==> config.mk <==
export PLATFORM = sky130hd
export DESIGN_NAME = row_packer
export DESIGN_NICKNAME = d
export VERILOG_FILES = /design/src/rtl/row_packer.sv
export SDC_FILE = /design/constraint.sdc
export NUM_CORES = 1
export LEC_CHECK = 0
export BUFFER_PORTS_ARGS = -buffer_cell sky130_fd_sc_hd__buf_2
export CAP_MARGIN = 0
export CORE_MARGIN = 3
export CORE_UTILIZATION = 51
export DETAILED_ROUTE_END_ITERATION = 6
export PLACE_DENSITY = 0.8
export SYNTH_ARGS = -nofsm -noshare
export SYNTH_HDL_FRONTEND = slang
export SYNTH_SLANG_ARGS = --single-unit
==> constraint.sdc <==
create_clock -name clk -period 1.7 [get_ports clk]
set_input_delay 0.17 -clock clk [delete_from_list [all_inputs] [get_ports clk]]
set_output_delay 0.17 -clock clk [all_outputs]
set_load 0.02 [all_outputs]
==> src/rtl/row_packer.sv <==
// Packs a stream of 32-bit words into NI-lane rows and hands each row downstream with
// valid/ready, tagging the last row of every ROWS_PER_SUM-row accumulation group.
module row_packer #(
    parameter int unsigned NI           = 8,
    parameter int unsigned ROWS_PER_SUM = 4,
    parameter int unsigned CNT_W        = 8
) (
    input  logic              clk,
    input  logic              reset,
    input  logic [31:0]       word_in,
    input  logic              word_valid,
    output logic              word_ready,
    input  logic              flush,
    output logic [NI*32-1:0]  row_out,
    output logic              row_valid,
    input  logic              row_ready,
    output logic              row_last,
    output logic [CNT_W-1:0]  row_index
);

    localparam int unsigned FILL_W = $clog2(NI + 1);

    // Fill stage
    logic [NI-1:0][31:0] fill_q, fill_d;
    logic [FILL_W-1:0]   fill_cnt_q, fill_cnt_d;
    logic                fill_full_q, fill_full_d;
    logic                fill_flushed_q, fill_flushed_d;

    // Output stage
    logic [NI*32-1:0]    row_q, row_d;
    logic                row_valid_q, row_valid_d;
    logic                row_last_q, row_last_d;
    logic [CNT_W-1:0]    row_index_q, row_index_d;

    // Position of the row currently being filled within its group
    logic [CNT_W-1:0]    grp_cnt_q, grp_cnt_d;

    logic word_acc;
    logic flush_acc;
    logic transfer;
    logic grp_last;

    assign word_ready = !fill_full_q;
    assign word_acc   = word_valid && word_ready;
    assign flush_acc  = flush && word_ready;
    assign transfer   = fill_full_q && (!row_valid_q || row_ready);
    assign grp_last   = fill_flushed_q || (grp_cnt_q == CNT_W'(ROWS_PER_SUM - 1));

    // Fill stage next state. Lanes are zeroed whenever the fill empties, so a flush
    // needs no explicit padding: untouched lanes are already zero.
    always_comb begin
        fill_d         = fill_q;
        fill_cnt_d     = fill_cnt_q;
        fill_full_d    = fill_full_q;
        fill_flushed_d = fill_flushed_q;

        if (transfer) begin
            fill_d         = '0;
            fill_cnt_d     = '0;
            fill_full_d    = 1'b0;
            fill_flushed_d = 1'b0;
        end else begin
            if (word_acc) begin
                for (int k = 0; k < int'(NI); k++) begin
                    if (fill_cnt_q == FILL_W'(k)) begin
                        fill_d[k] = word_in;
                    end
                end
                fill_cnt_d = fill_cnt_q + FILL_W'(1);
                if (fill_cnt_q == FILL_W'(NI - 1)) begin
                    fill_full_d = 1'b1;
                end
            end
            // A flush on an empty fill with no word alongside closes nothing.
            if (flush_acc && (word_acc || (fill_cnt_q != '0))) begin
                fill_full_d    = 1'b1;
                fill_flushed_d = 1'b1;
            end
        end
    end

    // Output stage and group counter next state
    always_comb begin
        row_d       = row_q;
        row_valid_d = row_valid_q;
        row_last_d  = row_last_q;
        row_index_d = row_index_q;
        grp_cnt_d   = grp_cnt_q;

        if (transfer) begin
            row_d       = fill_q;
            row_valid_d = 1'b1;
            row_last_d  = grp_last;
            row_index_d = grp_cnt_q;
            grp_cnt_d   = grp_last ? '0 : grp_cnt_q + CNT_W'(1);
        end else if (row_valid_q && row_ready) begin
            row_valid_d = 1'b0;
        end
    end

    always_ff @(posedge clk) begin
        if (reset) begin
            fill_q         <= '0;
            fill_cnt_q     <= '0;
            fill_full_q    <= 1'b0;
            fill_flushed_q <= 1'b0;
            row_q          <= '0;
            row_valid_q    <= 1'b0;
            row_last_q     <= 1'b0;
            row_index_q    <= '0;
            grp_cnt_q      <= '0;
        end else begin
            fill_q         <= fill_d;
            fill_cnt_q     <= fill_cnt_d;
            fill_full_q    <= fill_full_d;
            fill_flushed_q <= fill_flushed_d;
            row_q          <= row_d;
            row_valid_q    <= row_valid_d;
            row_last_q     <= row_last_d;
            row_index_q    <= row_index_d;
            grp_cnt_q      <= grp_cnt_d;
        end
    end

    assign row_out   = row_q;
    assign row_valid = row_valid_q;
    assign row_last  = row_last_q;
    assign row_index = row_index_q;

endmodule

### Yosys cells after proc, flatten, opt, wreduce, memory -nomap -nowiden

Cells that the tools add are included.

* add/sub/neg operators: 2
* eq/ne operators: 8
* muxes and demuxes: 6
* reduce and logical (&&, ||, !) cells: 25

Operator list (number)
* AND reduction 2 bit: 9
* == test 4 x 3 -> 1 bit, second input constant: 4
* adder 8 x 1 -> 8 bit, second input constant: 1
* == test 4 x 2 -> 1 bit, second input constant: 2
* == test 8 x 2 -> 1 bit, second input constant: 1
* 2-to-1 mux 8 bit: 1
* nonzero test 2 bit: 3
* logical AND 1 bit: 5
* 2-to-1 mux 1 bit: 5
* adder 4 x 1 -> 4 bit, second input constant: 1
* == test 4 x 1 -> 1 bit, second input constant: 1
* logical NOT 4 bit: 1
* nonzero test 4 bit: 1
* logical OR 1 bit: 3
* logical NOT 1 bit: 2
* OR reduction 2 bit: 1

* flip-flop bits (word level): 536
* input bits: 37
* output and inout bits: 267
* word-level logic and storage cells: 57

### Logic depth before layout (Yosys ltp)

* depth after elaboration: 6
* gate-level depth with buffers: 7
* mapped depth without buffers: 5

### Worst setup path before layout

Ideal clock, no wire load.

* path type: register to register
* start: reg fill_cnt_q[0]
* end: reg fill_full_q
* library setup time: 0.132 ns
* arrival: 1.413 ns
* slack: 0.154 ns
* cell stages (with the launch flop): 6
* buffers on the path: 0
* period minus slack after synthesis: 1.546 ns
* cells stage by stage: dfxtp_1 > inv_1 > ha_1 > or4b_2 > a21oi_1 > a21oi_1

* cells in the longest elaborated chain, start to end: 5
* elaborated cells between the ends (all ways): 8
* classes of those cells: eq/ne (1); mux (1); reduce/logical (6)

RTL lines
* from (decl): RTL line 25 `logic [FILL_W-1:0] fill_cnt_q, fill_cnt_d;`
* from (signal assigned): RTL line 114 `fill_cnt_q <= fill_cnt_d;`
* nonzero test 4 bit: RTL line 75 `if (flush_acc && (word_acc || (fill_cnt_q != '0))) begin`
* logical OR 1 bit: RTL line 75
* logical AND 1 bit: RTL line 75
* nonzero test 2 bit (no source line)
* AND reduction 2 bit (no source line)
* to (signal assigned): RTL line 115 `fill_full_q <= fill_full_d;`
* to (decl): RTL line 26 `logic fill_full_q, fill_full_d;`

Several ways; a longest one is shown, not always the timed one.
A chain may end at the register's enable or synchronous reset.

### Worst setup path after layout

* start: reg row_valid_q (netlist: row_valid)
* end: reg row_q[144] (netlist: row_out[144])

* cells in the longest elaborated chain, start to end: 3

RTL lines
* from (decl): RTL line 31 `logic row_valid_q, row_valid_d;`
* from (signal assigned): RTL line 118 `row_valid_q <= row_valid_d;`
* logical NOT 1 bit: RTL line 46 `assign transfer = fill_full_q && (!row_valid_q || row_ready);`
* logical OR 1 bit: RTL line 46
* logical AND 1 bit: RTL line 46
* to (signal assigned): RTL line 117 `row_q <= row_d;`
* to (decl): RTL line 30 `logic [NI*32-1:0] row_q, row_d;`

No other way between the ends.

==> flow_metrics.py <==
metrics = {
    "place": {
        "placed_cell_area_mm2": 0.0209,
        "finalWeightedCongestion": 0.814,
        "io_buffers": 303,
        "placed_cells": 3035,
        "preCtsSetupSlack_ns": 0.0303,
        "hpwl_um": 35900,
    },
    "pwr": {
        "switching_power_uw": 6260,
        "p_leak_uw": 0.00834,
        "intPower_uw": 19700,
        "combPwrFrac_pct": 7.4,
        "clkPwrFrac_pct": 43.3,
        "finalPower_uw": 25900,
        "ir_drop_uv": 784,
        "p_per_area_mw_per_mm2": 1150,
        "switching_share_pct": 24.1,
        "power_frac_seq_pct": 49.3,
    },
    "die": {
        "ioPinCount": 304,
        "initial_utilization_pct": 52.1,
        "core_area_mm2": 0.0370,
        "die_area_mm2": 0.0402,
        "rows": 70,
        "die_w_um": 200,
        "die_h_um": 200,
    },
    "timing": {
        "slew_violations": 0,
        "fin_crit_ns": 1.63,
        "setup_violations": 0,
        "fin_crit_sh_pct": 95.7,
        "setup_ws_ns": 0.0729,
        "slew_headroom_pct": 52.6,
        "max_freq_ghz": 0.615,
        "timing.hold.ws_ns": 0.0243,
        "worstMarginPinSlew_ns": 0.712,
        "hold_viol_final": 0,
        "finClkSkew_ns": 0.0110,
    },
    "outcome": {
        "outcome": "completed",
    },
    "global_route": {
        "globalRouteOverflowTotal": 0,
        "grt_pass1_vias": 15900,
        "antenna_found_initial": 0,
        "grt_pass1_wl_um": 88300,
        "grt_start_max_net_pins": 133,
        "grtUsageTotal_pct": 27.6,
    },
    "synthesis": {
        "synth_commonest_cells": "nand2_1, dfxtp_1, a21oi_1",
        "yosysWarnings": 0,
        "syn-mean-instance-area_um2": 8.08,
        "ys_seq_elements": 536,
        "yosysTopAreaCellShare_pct": 55.7,
        "yosys-top-cells-area": "dfxtp_1, nand2_1, a21oi_1",
        "ys.flop_type": "dfxtp_1",
        "syn-instance-count": 2386,
        "yosysSeqAreaShare_pct": 55.7,
        "synthDistinctLibCells": 31,
        "yosysTopAreaCell": "dfxtp_1",
        "synth_nets": 2428,
        "synth-edff-count": 0,
        "async_reset_ff_share_pct": 0,
        "synthesis.area_mm2": 0.0193,
        "yosysMostFrequentCell": "nand2_1",
    },
    "layout": {
        "drive_gt1_share_pct": 19.1,
        "finalNetCount": 2634,
        "synthToLayoutAreaGrowth_pct": 17.6,
        "diodes": 0,
        "final_area_mm2": 0.0227,
        "fin_cells": 3132,
    },
    "clock_network": {
        "clock-sinks": 536,
        "numCtsBuffers": 51,
        "clock_path_buffers": 3,
        "cts_tree": "yes",
        "clk_pin_slew_ns": 0.06,
        "root_buffer": "clkbuf_16",
        "htree_levels": 2,
        "clkLatencyLatePin_ns": 0.58,
        "post_cts_buffers": 0,
    },
    "routing": {
        "firstDrtPassIters": 7,
        "num_vias": 16900,
        "antenna_left": 0,
        "drtIter0Drc": 1420,
        "wl_per_cell_um": 18.7,
        "drc": 0,
        "vias_per_cell": 5.39,
        "wirelength_um": 58600,
    },
    "setup_path": {
        "required_ns": 2.20,
        "end_kind": "register",
        "crit_fanout": 66,
        "worstPathArrival_ns": 2.13,
        "worstSetupPathType": "reg -> reg",
        "critPathLaunchType": "register",
    },
    "worst_hold_path": {
        "hp-class": "in -> reg",
    },
    "job": {
        "drv_cap": 0,
    },
}
==> repair_timing <==
item	CTS	global route
pin swaps	1	1
hold buffers	7	0
endpoints found under the setup margin	4	129
hold endpoints to repair	31	0
resized for setup	1	7
gates cloned	0	1
==> kinds of logic (layout without fill, tap and decap cells) <==
logic type	count (synthesis)	in the layout	synth area share (%)
AOI/OAI and AO/OA	529	529	15.1
adders and majority gates	5	5	0.325
buffers and inverters	209	451	6.62
xor gates and xnor gates	10	10	0.455
and+or+nand+nor	1097	1097	21.9
DFF	536	536	55.7
==> stage by stage <==
| step | setup TNS (ns) | util, % |
|---|---|---|
| 6_report | 0 | 61.3 |
| 3_5_place_dp | 0 | 56.5 |
| 2_1_floorplan | 0 | - |
| 4_1_cts | 0 | 61.2 |
| 5_1_grt | -0.0234 | 61.3 |
| 3_3_place_gp | 0 | 56.5 |
==> worst max-delay path, stage by stage (launching register included) <==
cell and delay, ns:
dfxtp_1 0.32, nor2b_1 0.19, nor2_4 0.29, buf_8 0.45, nand2_1 0.11, a21oi_1 0.16
==> cells in the final DEF, fill, tap and decap left out, types with 3 or more instances in the layout <==
| master | n |
|---|---|
| clkbuf_8 | 12 |
| clkbuf_1 | 12 |
| clkbuf_16 | 54 |
| a21oi_2 | 67 |
| and2_1 | 8 |
| buf_2 | 302 |
| buf_4 | 20 |
| buf_12 | 27 |
| clkinv_2 | 7 |
| a21oi_1 | 459 |
| dfxtp_1 | 535 |
| ha_1 | 5 |
| dlygate4sd3_1 | 7 |
| nand3_1 | 3 |
| nor3_1 | 3 |
| nor2_1 | 14 |
| xnor2_1 | 7 |
| inv_1 | 3 |
| nand2_1 | 1055 |
| xor2_1 | 3 |
==> area by class of cell <==
class / instances / area (um^2)
sequential: 536 / 10700
fill: 3211 / 14300
timing repair buffer: 359 / 2330
multi-input combinational: 1641 / 7290
clock inverter: 12 / 120
inverter: 3 / 11.3
clock buffer: 77 / 1540
tap: 504 / 631
==> state kept, by name, indices dropped and copies added, names as in the netlist <==
signal / count
fill_cnt_q: 4
fill_flushed_q: 1
fill_full_q: 1
fill_q: 256
grp_cnt_q: 8
row_index: 8
row_last: 1
row_out: 256
row_valid: 1
==> power groups by stage <==
stage                     combinational, uW  sequential [uW]  clock [uW]
after detailed placement               1840            13100           0
after global placement                 1810            13100           0
after floorplan                        1200            13100           0
after CTS                              1860            12800       11400
final                                  1910            12800       11200
after global routing                   2030            12800       11900
==> final timing paths <==
path                       startpoint                        end  slack [ns]  depth (start not counted)
max            row_valid$_SDFFE_PP0P_  row_out[144]$_SDFFE_PP0P_        0.07                          5
min reg2reg  fill_q[209]$_SDFFE_PP0P_  row_out[209]$_SDFFE_PP0P_        0.45                          2
min                        word_in[3]   fill_q[195]$_SDFFE_PP0P_        0.02                          3
max reg2reg    row_valid$_SDFFE_PP0P_  row_out[144]$_SDFFE_PP0P_        0.07                          5
==> per-layer routing <==
layer,wire (um),GRT usage [%],vias to the layer above
met3,5500,5.43,140
li1,-,-,8010
met2,26000,42.1,754
met5,0,0,-
met1,24300,37.7,7988
met4,2850,13.8,0
Power figures use the tool's default switching activity.
